`src/rtl/if_id_hazard_stage.sv`:
```
// IF/ID pipeline register with load-use hazard detection, branch squash,
// bubble injection toward ID/EX and saturating stall/flush counters.
module if_id_hazard_stage #(
  parameter int FLUSH_CYCLES = 1,
  parameter int CNT_W        = 16
) (
  input  logic             clk,
  input  logic             rst_n,
  input  logic [31:0]      IF_PC4,
  input  logic [31:0]      IF_instr,
  input  logic             imem_ready,
  input  logic             branch_taken,
  input  logic [10:0]      ctrl_decoded,
  input  logic [10:0]      EX_control_words,
  input  logic [14:0]      EX_rs_rt_rd,
  output logic [31:0]      ID_PC4,
  output logic [31:0]      ID_instr,
  output logic             ID_valid,
  output logic [10:0]      ID_control_words,
  output logic             pc_write_en,
  output logic             hazard_stall,
  output logic [CNT_W-1:0] stall_cnt,
  output logic [CNT_W-1:0] flush_cnt
);

  typedef enum logic {ST_RUN, ST_FLUSH} state_t;
  typedef enum logic [1:0] {IFID_HOLD, IFID_LOAD, IFID_CLEAR} ifid_op_t;

  localparam logic [2:0]       FLUSH_INIT = 3'(FLUSH_CYCLES - 1);
  localparam logic [CNT_W-1:0] CNT_ONE    = CNT_W'(1);

  state_t           r_state;
  state_t           w_nextState;
  ifid_op_t         w_ifidOp;
  logic [2:0]       r_flushLeft;
  logic [2:0]       w_flushLeftNext;
  logic [31:0]      r_pc4;
  logic [31:0]      r_instr;
  logic             r_valid;
  logic [CNT_W-1:0] r_stallCnt;
  logic [CNT_W-1:0] r_flushCnt;
  logic             w_stallInc;
  logic             w_flushInc;
  logic [4:0]       w_idRs;
  logic [4:0]       w_idRt;
  logic [4:0]       w_exRt;
  logic             w_loadUse;
  logic             w_unused;

  assign w_idRs    = r_instr[25:21];
  assign w_idRt    = r_instr[20:16];
  assign w_exRt    = EX_rs_rt_rd[9:5];
  assign w_loadUse = EX_control_words[7] & r_valid & (w_exRt != 5'd0) &
                     ((w_exRt == w_idRs) | (w_exRt == w_idRt));
  assign w_unused  = ^{EX_control_words[10:8], EX_control_words[6:0],
                       EX_rs_rt_rd[14:10], EX_rs_rt_rd[4:0]};

  assign ID_PC4    = r_pc4;
  assign ID_instr  = r_instr;
  assign ID_valid  = r_valid;
  assign stall_cnt = r_stallCnt;
  assign flush_cnt = r_flushCnt;

  // Branch squash outranks the load-use stall, so a hazard on a wrong-path
  // instruction never freezes the PC or bumps the stall counter.
  always_comb begin
    w_nextState      = r_state;
    w_flushLeftNext  = r_flushLeft;
    w_ifidOp         = IFID_HOLD;
    pc_write_en      = 1'b0;
    hazard_stall     = 1'b0;
    ID_control_words = 11'd0;
    w_stallInc       = 1'b0;
    w_flushInc       = 1'b0;
    if (!rst_n) begin
      w_nextState     = ST_RUN;
      w_flushLeftNext = 3'd0;
    end else if (branch_taken) begin
      w_ifidOp    = IFID_CLEAR;
      pc_write_en = 1'b1;
      w_flushInc  = 1'b1;
      if (FLUSH_INIT != 3'd0) begin
        w_nextState     = ST_FLUSH;
        w_flushLeftNext = FLUSH_INIT;
      end else begin
        w_nextState     = ST_RUN;
        w_flushLeftNext = 3'd0;
      end
    end else if (r_state == ST_FLUSH) begin
      w_ifidOp        = IFID_CLEAR;
      pc_write_en     = 1'b1;
      w_flushLeftNext = r_flushLeft - 3'd1;
      if (r_flushLeft <= 3'd1) begin
        w_nextState = ST_RUN;
      end
    end else if (w_loadUse) begin
      w_ifidOp     = IFID_HOLD;
      hazard_stall = 1'b1;
      w_stallInc   = 1'b1;
    end else begin
      ID_control_words = r_valid ? ctrl_decoded : 11'd0;
      if (imem_ready) begin
        w_ifidOp    = IFID_LOAD;
        pc_write_en = 1'b1;
      end else begin
        w_ifidOp = IFID_CLEAR;
      end
    end
  end

  always_ff @(posedge clk) begin
    if (!rst_n) begin
      r_state     <= ST_RUN;
      r_flushLeft <= 3'd0;
      r_pc4       <= 32'd0;
      r_instr     <= 32'd0;
      r_valid     <= 1'b0;
      r_stallCnt  <= '0;
      r_flushCnt  <= '0;
    end else begin
      r_state     <= w_nextState;
      r_flushLeft <= w_flushLeftNext;
      case (w_ifidOp)
        IFID_LOAD: begin
          r_pc4   <= IF_PC4;
          r_instr <= IF_instr;
          r_valid <= 1'b1;
        end
        IFID_CLEAR: begin
          r_pc4   <= 32'd0;
          r_instr <= 32'd0;
          r_valid <= 1'b0;
        end
        default: begin
          r_pc4   <= r_pc4;
          r_instr <= r_instr;
          r_valid <= r_valid;
        end
      endcase
      // Performance counters stick at all-ones instead of wrapping.
      if (w_stallInc && (r_stallCnt != '1)) begin
        r_stallCnt <= r_stallCnt + CNT_ONE;
      end
      if (w_flushInc && (r_flushCnt != '1)) begin
        r_flushCnt <= r_flushCnt + CNT_ONE;
      end
    end
  end

endmodule

```
`config.mk`:
```
export PLATFORM = sky130hd
export DESIGN_NAME = if_id_hazard_stage
export DESIGN_NICKNAME = d
export VERILOG_FILES = /design/src/rtl/if_id_hazard_stage.sv
export SDC_FILE = /design/constraint.sdc
export NUM_CORES = 1
export LEC_CHECK = 0
export CAP_MARGIN = 40
export CELL_PAD_IN_SITES_DETAIL_PLACEMENT = 0
export CELL_PAD_IN_SITES_GLOBAL_PLACEMENT = 1
export CORE_UTILIZATION = 26
export CTS_CLUSTER_SIZE = 12
export DETAILED_ROUTE_END_ITERATION = 8
export GPL_TIMING_DRIVEN = 1
export HOLD_SLACK_MARGIN = 0.12
export PLACE_DENSITY = 0.82
export SLEW_MARGIN = 20
export SYNTH_ARGS = -nofsm -noshare
export SYNTH_HDL_FRONTEND = slang
export SYNTH_SLANG_ARGS = --single-unit
export TNS_END_PERCENT = 10
```
`constraint.sdc`:
```
create_clock -name clk -period 3.32 [get_ports clk]
set_clock_uncertainty 0.05 [all_clocks]
set_input_delay 0.664 -clock clk [delete_from_list [all_inputs] [get_ports clk]]
set_output_delay 0.664 -clock clk [all_outputs]
set_load 0.03 [all_outputs]
```
==> flow_metrics.tcl, run 1 <==
set metrics [dict create \
    cts-resized-gates 1 \
    portBuffers 194 \
    final_area_sq_um 6840 \
    coreArea_sq_um 16000 \
    synth_area_per_cell_sq_um 8.89 \
    finalMaxSlewViolations 0 \
    arrival_ns 2.45 \
    fp.dieH_um 130 \
    die_w_um 130 \
    min_path_type "flop to flop" \
    clkLatencyLatePin_ns 0.35 \
    grt_pass1_vias 4264 \
    antenna_left 0 \
    via_count 4292 \
    worstPathRequired_ns 2.61 \
    yosysWarnings 0 \
    finalNonFillerCells 895 \
    crit_fanout 11 \
    drc 0 \
    yosysUniqueCellTypes 44 \
    ff_latch_area_sq_um 2020 \
    finalCritPeriodShare 0.954 \
    whs_ns 0.438 \
    grt_max_degree 68 \
    cp-end-kind "primary output" \
    startpoint_type "primary input" \
    path_class "primary input to primary output" \
    vdd_ir_drop_max_uv 311 \
    p_leak_nw 2.46 \
    clockRootBuffer "clkbuf_16" \
    slew-limit-headroom 0.511 \
    numCtsBuffers 9 \
    dp_hpwl_mm 9.26 \
    multiInputGateArea_sq_um 2120 \
    ys_seq_area_frac 0.471 \
    synth-edff-count 0 \
    grt_usage 0.154 \
    ys_seq_elements 101 \
    diodes 0 \
    outcome "finished clean" \
    fmax_mhz 316 \
    num_io_pins 215 \
    ys_async_sr_fraction 0 \
    drive_above_1_share 0.0810 \
    netlist_instances 483 \
    path_clk_slew_ns 0.06 \
    dp_cells 879 \
    wirelength_mm 13.0 \
    die_area_sq_um 17000 \
    syn_nets 594 \
    grt_pass1_wl_mm 20.8 \
    rsz0062_at_grt "false" \
    post-cts-setup-buffers 0 \
    tightest_slew_ns 0.727 \
    fillCellCount 1595 \
    nNetsFinal 785 \
    maxCapViolations 0 \
    drtPass1Iterations 4 \
    wl_per_cell_um 14.5 \
    ys.flop_type "dfxtp_1" \
    row_count 46 \
    cts_max_level 3 \
    placed_area_sq_um 6530 \
    antenna_found_initial 0 \
    vias_per_cell 4.80 \
    pwr_density_cell_nw_per_um2 435 \
    floorplan.initialDensity 0.268 \
    hold_viol_final 0 \
    syn_area_sq_um 4290 \
    cts_hold_buf 0 \
    clock-sinks 101 \
    clk_path_buf_depth 2 \
    place_congestion 0.804 \
    drt-initial-drc-count 189 \
    setup_viol 0 \
    grt_overflow 0 \
    syn_to_final_growth_pct 59.4 \
    finalCriticalPeriod_ns 3.17 \
    cts_tree "built" \
]
-- path summary, 6_finish.rpt --
path / start / to / slack [ns] / depth (start not counted)
worst max register to register: ID_instr[17] / ID_PC4[30] / 0.80 / 12
worst min-delay path: r_flushLeft[1] / r_flushLeft[1] / 0.44 / 2
worst max-delay path: EX_rs_rt_rd[5] / ID_control_words[9] / 0.15 / 8
worst min register to register: r_flushLeft[1] / r_flushLeft[1] / 0.44 / 2
-- synthesized netlist by cell type, types with 8 or more instances --
master / count / area [sq um]
dfxtp_1: 101 / 2020
nor2_1: 90 / 338
a22oi_1: 64 / 480
clkbuf_1: 28 / 105
nand2_1: 18 / 67.6
xor2_1: 18 / 158
a21oi_1: 14 / 70.1
and2_1: 14 / 87.6
nand3_1: 12 / 60.1
nand4_1: 12 / 75.1
o21ai_0: 9 / 45.0
or4_1: 9 / 67.6
inv_1: 8 / 30.0
o31ai_1: 8 / 60.1
-- report_power, final --
part	switching [mW]	total [mW]	internal, mW
Clock	0.483	1.10	0.614
Sequential	0.0354	1.30	1.26
Combinational	0.303	0.576	0.273
Total	0.822	2.97	2.15
-- cell families after synthesis --
kind of cell               synth area share
and+or+nand+nor                       0.226
AOI/OAI and AO/OA                     0.185
DFF                                   0.471
buffers and inverters                0.0393
xor gates and xnor gates             0.0490
adders and majority gates            0.0175
muxes                                0.0117
-- layout by cell type, fill, tap and decap left out, types with 2 or more instances in the layout --
master / n
a21oi_1: 14
a22oi_1: 64
and2_1: 14
and3_1: 6
and4_1: 2
buf_12: 3
buf_4: 29
clkbuf_16: 9
clkdlybuf4s50_1: 181
dfxtp_1: 101
ha_1: 5
inv_1: 8
inv_6: 3
mux2i_1: 5
nand2_1: 18
nand2b_1: 6
nand3_1: 12
nand4_1: 12
nand4b_1: 2
nor2_1: 89
nor3_1: 7
nor3b_1: 2
nor4_1: 5
o211ai_1: 2
o21a_1: 3
o21ai_0: 9
o311ai_0: 2
o31a_1: 2
o31ai_1: 8
or3_1: 5
or4_1: 9
xnor2_1: 6
xor2_1: 18
-- layout make-up --
class / instances / area share
sequential: 101 / 0.296
clock inverter: 5 / 0.00933
multi-input combinational: 340 / 0.310
tap: 216 / 0.0395
inverter: 9 / 0.00494
clock buffer: 11 / 0.0355
timing repair buffer: 213 / 0.305
-- per-stage QoR --
stage,setup slack (ns),utilization,power (mW),TNS (ns)
6_report,0.154,0.428,2.97,0
5_1_grt,0.0503,0.428,3.12,0
4_1_cts,0.0385,0.427,3.02,0
3_5_place_dp,-0.00186,0.408,1.91,-0.00186
3_3_place_gp,-0.0157,0.408,1.89,-0.0164
2_1_floorplan,0.0668,-,1.61,0
-- worst max-delay path, cell delays in order --
cell and delay, ns:
clkdlybuf4s50_1 0.46, or3_1 0.42, o21a_1 0.21, inv_1 0.08, buf_4 0.10, o211a_4 0.20
and2_1 0.15, buf_4 0.16
-- sequential cells by signal, summed over array words and instances (netlist names) --
register / count
stall_cnt: 16
r_state: 1
flush_cnt: 16
ID_PC4: 32
r_flushLeft: 3
ID_valid: 1
ID_instr: 32
-- layer usage --
layer	track usage	routed length (um)
met4	0.0514	176
met1	0.180	5470
met5	0	0
met2	0.261	6380
met3	0.0558	967
(Power assumes the default switching activity.)
==> inputs of run 2 (changes only) <==
Settings changed: SLEW_MARGIN 20 to 25.
==> results of run 2 <==
The final DEF is identical to that of run 1; final timing and power are the same.
